**config.mk**
```make
export PLATFORM = sky130hd
export DESIGN_NAME = accel_csr_responder
export DESIGN_NICKNAME = d
export VERILOG_FILES = /design/src/rtl/accel_csr_responder.sv
export SDC_FILE = /design/constraint.sdc
export NUM_CORES = 1
export LEC_CHECK = 0
export CORE_MARGIN = 2
export CORE_UTILIZATION = 40
export DETAILED_ROUTE_END_ITERATION = 7
export GPL_TIMING_DRIVEN = 0
export MAX_ROUTING_LAYER = met4
export PLACE_DENSITY = 0.77
export SYNTH_ARGS = -nofsm -noshare
export SYNTH_HDL_FRONTEND = slang
export SYNTH_SLANG_ARGS = --single-unit
```
**constraint.sdc**
```tcl
create_clock -name clk -period 3.1 [get_ports clk]
set_input_delay 0.775 -clock clk [delete_from_list [all_inputs] [get_ports clk]]
set_output_delay 0.775 -clock clk [all_outputs]
set_load 0.1 [all_outputs]
```
**src/rtl/accel_csr_responder.sv**
```systemverilog
// CSR responder for one accelerator register window: base registers, start kick, job tracking with timeout.
// Optional interrupt output is enabled by defining ACCEL_IRQ_EN.
module accel_csr_responder #(
    parameter int                ADDR_W   = 19,
    parameter int                DATA_W   = 19,
    parameter logic [ADDR_W-1:0] BASE     = 19'h70000,
    parameter int                WIN_BITS = 3,
    parameter int                TIMEOUT  = 4096
) (
    input  logic              clk,
    input  logic              rst_n,
    input  logic              bus_valid,
    input  logic              bus_write,
    input  logic [ADDR_W-1:0] bus_addr,
    input  logic [DATA_W-1:0] bus_wdata,
    output logic [DATA_W-1:0] bus_rdata,
    output logic              acc_start,
    output logic [ADDR_W-1:0] acc_in_base,
    output logic [ADDR_W-1:0] acc_out_base,
    input  logic              acc_done,
    output logic              irq
);

    localparam int CNT_W = $clog2(TIMEOUT + 1);

    localparam logic [WIN_BITS-1:0] OFF_CTRL   = WIN_BITS'(0);
    localparam logic [WIN_BITS-1:0] OFF_STATUS = WIN_BITS'(1);
    localparam logic [WIN_BITS-1:0] OFF_IN     = WIN_BITS'(2);
    localparam logic [WIN_BITS-1:0] OFF_OUT    = WIN_BITS'(3);
    localparam logic [WIN_BITS-1:0] OFF_CYCLES = WIN_BITS'(4);

    localparam logic [CNT_W-1:0] CNT_ONE  = CNT_W'(1);
    localparam logic [CNT_W-1:0] CNT_LAST = CNT_W'(TIMEOUT - 1);
    localparam logic [CNT_W-1:0] CNT_MAX  = CNT_W'(TIMEOUT);

    typedef enum logic [1:0] {
        S_IDLE  = 2'd0,
        S_START = 2'd1,
        S_RUN   = 2'd2,
        S_DONE  = 2'd3
    } state_t;

    state_t            state_q, state_d;
    logic [CNT_W-1:0]  cnt_q, cnt_d;
    logic [CNT_W-1:0]  cycles_q, cycles_d;
    logic [ADDR_W-1:0] in_base_q, in_base_d;
    logic [ADDR_W-1:0] out_base_q, out_base_d;
    logic              cmd_err_q, cmd_err_d;
    logic              timeout_q, timeout_d;
    logic              acc_start_q, acc_start_d;
`ifdef ACCEL_IRQ_EN
    logic              irq_en_q, irq_en_d;
    logic              irq_q, irq_d;
`endif

    logic                sel, wr, rd, start_wr, busy, done;
    logic [WIN_BITS-1:0] off;
    logic [ADDR_W-1:0]   wdata_a;
    logic [DATA_W-1:0]   status_v, ctrl_v, in_v, out_v, cycles_v;

    // Zero-extend or truncate between bus data and address widths without width warnings.
    logic [ADDR_W+DATA_W-1:0] wdata_ext, in_ext, out_ext;
    logic [CNT_W+DATA_W-1:0]  cyc_ext;

    assign sel      = bus_valid && (bus_addr[ADDR_W-1:WIN_BITS] == BASE[ADDR_W-1:WIN_BITS]);
    assign off      = bus_addr[WIN_BITS-1:0];
    assign wr       = sel && bus_write;
    assign rd       = sel && !bus_write;
    assign start_wr = wr && (off == OFF_CTRL) && bus_wdata[0];
    assign busy     = (state_q == S_START) || (state_q == S_RUN);
    assign done     = (state_q == S_DONE);

    assign wdata_ext = {{ADDR_W{1'b0}}, bus_wdata};
    assign wdata_a   = wdata_ext[ADDR_W-1:0];
    assign in_ext    = {{DATA_W{1'b0}}, in_base_q};
    assign out_ext   = {{DATA_W{1'b0}}, out_base_q};
    assign cyc_ext   = {{DATA_W{1'b0}}, cycles_q};
    assign in_v      = in_ext[DATA_W-1:0];
    assign out_v     = out_ext[DATA_W-1:0];
    assign cycles_v  = cyc_ext[DATA_W-1:0];

    always_comb begin
        status_v    = '0;
        status_v[0] = done;
        status_v[1] = busy;
        status_v[2] = cmd_err_q;
        status_v[3] = timeout_q;
        ctrl_v      = '0;
`ifdef ACCEL_IRQ_EN
        ctrl_v[1]   = irq_en_q;
`endif
    end

    always_comb begin
        bus_rdata = '0;
        if (rd) begin
            case (off)
                OFF_CTRL:   bus_rdata = ctrl_v;
                OFF_STATUS: bus_rdata = status_v;
                OFF_IN:     bus_rdata = in_v;
                OFF_OUT:    bus_rdata = out_v;
                OFF_CYCLES: bus_rdata = cycles_v;
                default:    bus_rdata = '0;
            endcase
        end
    end

    always_comb begin
        state_d     = state_q;
        cnt_d       = cnt_q;
        cycles_d    = cycles_q;
        in_base_d   = in_base_q;
        out_base_d  = out_base_q;
        cmd_err_d   = cmd_err_q;
        timeout_d   = timeout_q;
        acc_start_d = 1'b0;
`ifdef ACCEL_IRQ_EN
        irq_en_d    = irq_en_q;
        irq_d       = 1'b0;
`endif

        // Clears are applied first so that any error set below in the same cycle wins.
        if (wr && off == OFF_STATUS) begin
            if (bus_wdata[2]) cmd_err_d = 1'b0;
            if (bus_wdata[3]) timeout_d = 1'b0;
        end
        if (wr && off == OFF_IN) begin
            if (busy) cmd_err_d = 1'b1;
            else      in_base_d = wdata_a;
        end
        if (wr && off == OFF_OUT) begin
            if (busy) cmd_err_d  = 1'b1;
            else      out_base_d = wdata_a;
        end
`ifdef ACCEL_IRQ_EN
        if (wr && off == OFF_CTRL) irq_en_d = bus_wdata[1];
`endif

        case (state_q)
            S_IDLE, S_DONE: begin
                if (start_wr) begin
                    state_d     = S_START;
                    acc_start_d = 1'b1;
                    cnt_d       = '0;
                end
            end
            S_START: begin
                if (start_wr) cmd_err_d = 1'b1;
                if (acc_done) begin
                    state_d  = S_DONE;
                    cycles_d = '0;
                end else begin
                    state_d  = S_RUN;
                end
            end
            S_RUN: begin
                if (start_wr) cmd_err_d = 1'b1;
                if (acc_done) begin
                    state_d  = S_DONE;
                    cycles_d = cnt_q + CNT_ONE;
                end else if (cnt_q == CNT_LAST) begin
                    state_d   = S_DONE;
                    timeout_d = 1'b1;
                    cycles_d  = CNT_MAX;
                end else if (cnt_q != CNT_MAX) begin
                    cnt_d = cnt_q + CNT_ONE;
                end
            end
            default: state_d = S_IDLE;
        endcase

`ifdef ACCEL_IRQ_EN
        irq_d = irq_en_d && (state_q == S_DONE) && !start_wr;
`endif
    end

    always_ff @(posedge clk or negedge rst_n) begin
        if (!rst_n) begin
            state_q     <= S_IDLE;
            cnt_q       <= '0;
            cycles_q    <= '0;
            in_base_q   <= '0;
            out_base_q  <= '0;
            cmd_err_q   <= 1'b0;
            timeout_q   <= 1'b0;
            acc_start_q <= 1'b0;
`ifdef ACCEL_IRQ_EN
            irq_en_q    <= 1'b0;
            irq_q       <= 1'b0;
`endif
        end else begin
            state_q     <= state_d;
            cnt_q       <= cnt_d;
            cycles_q    <= cycles_d;
            in_base_q   <= in_base_d;
            out_base_q  <= out_base_d;
            cmd_err_q   <= cmd_err_d;
            timeout_q   <= timeout_d;
            acc_start_q <= acc_start_d;
`ifdef ACCEL_IRQ_EN
            irq_en_q    <= irq_en_d;
            irq_q       <= irq_d;
`endif
        end
    end

    assign acc_start    = acc_start_q;
    assign acc_in_base  = in_base_q;
    assign acc_out_base = out_base_q;
`ifdef ACCEL_IRQ_EN
    assign irq = irq_q;
`else
    assign irq = 1'b0;
`endif

endmodule
```
==> impl_metrics.env <==
export IMPL_status="finished clean"
export IMPL_seq_area_frac_synth_pct=45.5
export IMPL_die_area_sq_um=10300
export IMPL_setup_violations=0
export IMPL_place_inst=592
export IMPL_final_hold_viol_count=0
export IMPL_wirelength_mm=11.8
export IMPL_vias=3484
export IMPL_drtIter0Drc=170
export IMPL_dp_hpwl_mm=7.76
export IMPL_grt_pass1_wl_mm=18.8
export IMPL_startpoint_type="input pin"
export IMPL_relSlewSlack_pct=32.6
export IMPL_setup_tns_ns=0
export IMPL_synth_top_area_share_pct=45.5
export IMPL_internal_power_mw=1.71
export IMPL_layoutNonFillerInstCount=623
export IMPL_regToRegSetupSlack_ns=0.70
export IMPL_yosysTopAreaCell="dfrtp_1"
export IMPL_worstReg2RegStart="cnt_q[5]$_DFFE_PN0P_"
export IMPL_via_per_inst=5.59
export IMPL_final_common_cell="dfrtp_1"
export IMPL_grt_max_degree=70
export IMPL_yosys_warnings=0
export IMPL_holdWs_ns=0.488
export IMPL_grt_ovfl_total=0
export IMPL_numCtsBuffers=9
export IMPL_worst_pin_slew_ns=1.01
export IMPL_clock_sinks=69
export IMPL_ys_types=57
export IMPL_pin_count=102
export IMPL_r2r_cells=7
export IMPL_pwr_share_clk_pct=32.5
export IMPL_cp_arrival_ns=2.29
export IMPL_crit_path_end_kind="primary output"
export IMPL_required_ns=2.32
export IMPL_ys_seq_elements=69
export IMPL_place_congestion=0.884
export IMPL_crit_start="bus_addr[14]"
export IMPL_drive_gt1_share_pct=30.8
export IMPL_start_util_pct=41.0
export IMPL_rows=35
export IMPL_syn_inst=364
export IMPL_layout_common_cells="dfrtp_1 (69), clkdlybuf4s50_1 (61), mux2_2 (39)"
export IMPL_switchingPower_uw=886
export IMPL_critPathKind="in2out"
export IMPL_clk_pin_slew_ns=0.08
export IMPL_hold_path_class="reg2reg"
export IMPL_power_density_nw_per_um2=455
export IMPL_syn_num_nets=412
export IMPL_switching_share_pct=34.2
export IMPL_clock_latency_ns=0.34
export IMPL_htreeDepth=3
export IMPL_synth_edff_count=0
export IMPL_synth_area_sq_um=3790
export IMPL_cts_hold_fix_buffers=0
export IMPL_drc_errors=0
export IMPL_antenna_found_initial=0
export IMPL_core_sq_um=9240
export IMPL_grt_use_total_pct=24.2
export IMPL_first_pass_iters=4
export IMPL_finalPower_mw=2.59
export IMPL_p_seq_share_pct=39.7
export IMPL_place_ws_ns=-1.44
export IMPL_grt_pass1_vias=3633
export IMPL_synth_avg_cell_area_sq_um=10.4
export IMPL_nets=537
export IMPL_power_leakage_nw=2.53
export IMPL_io_buffers=99
export IMPL_reg2reg_to="cnt_q[4]$_DFFE_PN0P_"
export IMPL_slew_violations=0
export IMPL_fmax_mhz=326
export IMPL_fin_ws_ns=0.0310
export IMPL_antennaDiodeCount=0
export IMPL_skew_ns=0.00838
export IMPL_ant_nets=0
export IMPL_wire_per_inst_microns=19.0
export IMPL_synthTopCellsByArea="dfrtp_1 (46%), mux2_2 (12%), nor2_1 (3.5%)"
export IMPL_period_minus_slack_ns=3.07
export IMPL_tritoncts="done"
export IMPL_die_h_microns=101
export IMPL_clockRootBuffer="clkbuf_8"
export IMPL_crit_path_max_fanout=6
export IMPL_area_delta_synth_final_pct=50.3
export IMPL_endpoint="bus_rdata[11]"
export IMPL_comb_power_share_pct=27.8
export IMPL_period_share_pct=99.0
export IMPL_cts_max_path_buffers=2
export IMPL_synth_ff_type="dfrtp_1"
export IMPL_peakVddDrop_v=0.000303
export IMPL_maxCapViolCount=0
export IMPL_die_x_microns=101
export IMPL_synthArstFlopShare_pct=100
power by group through the flow:
stage | combinational [mW] | sequential, mW | clock, mW
2_1_floorplan | 0.469 | 1.03 | 0
3_3_place_gp | 0.692 | 1.05 | 0
3_5_place_dp | 0.701 | 1.05 | 0
4_1_cts | 0.705 | 1.03 | 0.847
5_1_grt | 0.790 | 1.04 | 0.885
6_report | 0.721 | 1.03 | 0.843
synthesized netlist by cell type (9+ instances only):
cell       count
mux2_2        39
clkbuf_1      14
inv_1         10
a22oi_1       11
nor2_1        35
o21ai_0        9
nor3_1        13
o2bb2ai_1      9
nand3_1       16
dfrtp_1       69
mux2i_1        9
nand2_1        9
a21oi_1       17
final cells by class:
cell class              instances  area [sq um]
inverters                      10          37.5
multi-input cells             262          2150
repair buffers                113          1210
plain buffers                  24           195
clock buffers                  10           138
well taps                     129           161
fillers                       734          3540
flip-flops and latches         69          1730
clock inverters                 6          86.3
worst max-delay path, stage by stage:
cell and delay (ns):
dlygate4sd2_1 0.26, nor4_2 0.19, and3_4 0.26, nand3_4 0.12, buf_12 0.19, clkbuf_16 0.17
nor2_4 0.13, buf_12 0.18
worst min path at each step:
stage                     depth (start not counted)  slack (ns)                 from                  end
after floorplan                                   1        0.45  timeout_q$_DFF_PN0_  timeout_q$_DFF_PN0_
after global placement                            1        0.46  timeout_q$_DFF_PN0_  timeout_q$_DFF_PN0_
after detailed placement                          1        0.47  timeout_q$_DFF_PN0_  timeout_q$_DFF_PN0_
after CTS                                         1        0.49  timeout_q$_DFF_PN0_  timeout_q$_DFF_PN0_
after global routing                              1        0.51  timeout_q$_DFF_PN0_  timeout_q$_DFF_PN0_
final                                             1        0.49  timeout_q$_DFF_PN0_  timeout_q$_DFF_PN0_
metrics by stage:
stage,instance area (sq um),utilization [%]
CTS,5700,61.7
global route,5700,61.7
detailed placement,5200,56.3
global placement,5200,56.3
floorplan,4050,-
finish,5700,61.7
per-layer routing:
metal | track usage (%) | share of wire [%] | wire length [microns]
met5 | - | 0 | 0
met4 | 8.00 | 2.0 | 238
met3 | 3.86 | 5.1 | 599
met2 | 38.8 | 49 | 5850
met1 | 31.3 | 44 | 5160
state kept, by name (all words and copies together), names as in the netlist:
register,flops
acc_in_base,19
acc_start,1
cmd_err_q,1
cnt_q,13
state_q,2
acc_out_base,19
timeout_q,1
cycles_q,13
repair_timing:
action / 4_1_cts / 5_1_grt
gates cloned: 3 / 0
setup endpoints to repair: 19 / 30
setup buffers: 10 / 2
hold endpoints to repair: 0 / 0
gates resized for setup: 183 / 27
pin swaps: 11 / 10
kinds of logic (layout without fill, tap and decap cells):
family,count (synthesis),count (layout),synth area share (%)
other,1,1,0.0989
multiplexers,50,50,14.7
buffers and inverters,34,163,4.42
AO/OA/AOI/OAI,73,73,13.5
adder cells (fa/ha/maj),5,5,1.65
XOR/XNOR,12,12,2.77
flip-flops,69,69,45.5
AND/OR/NAND/NOR,120,121,17.3
(Power assumes the default switching activity.)
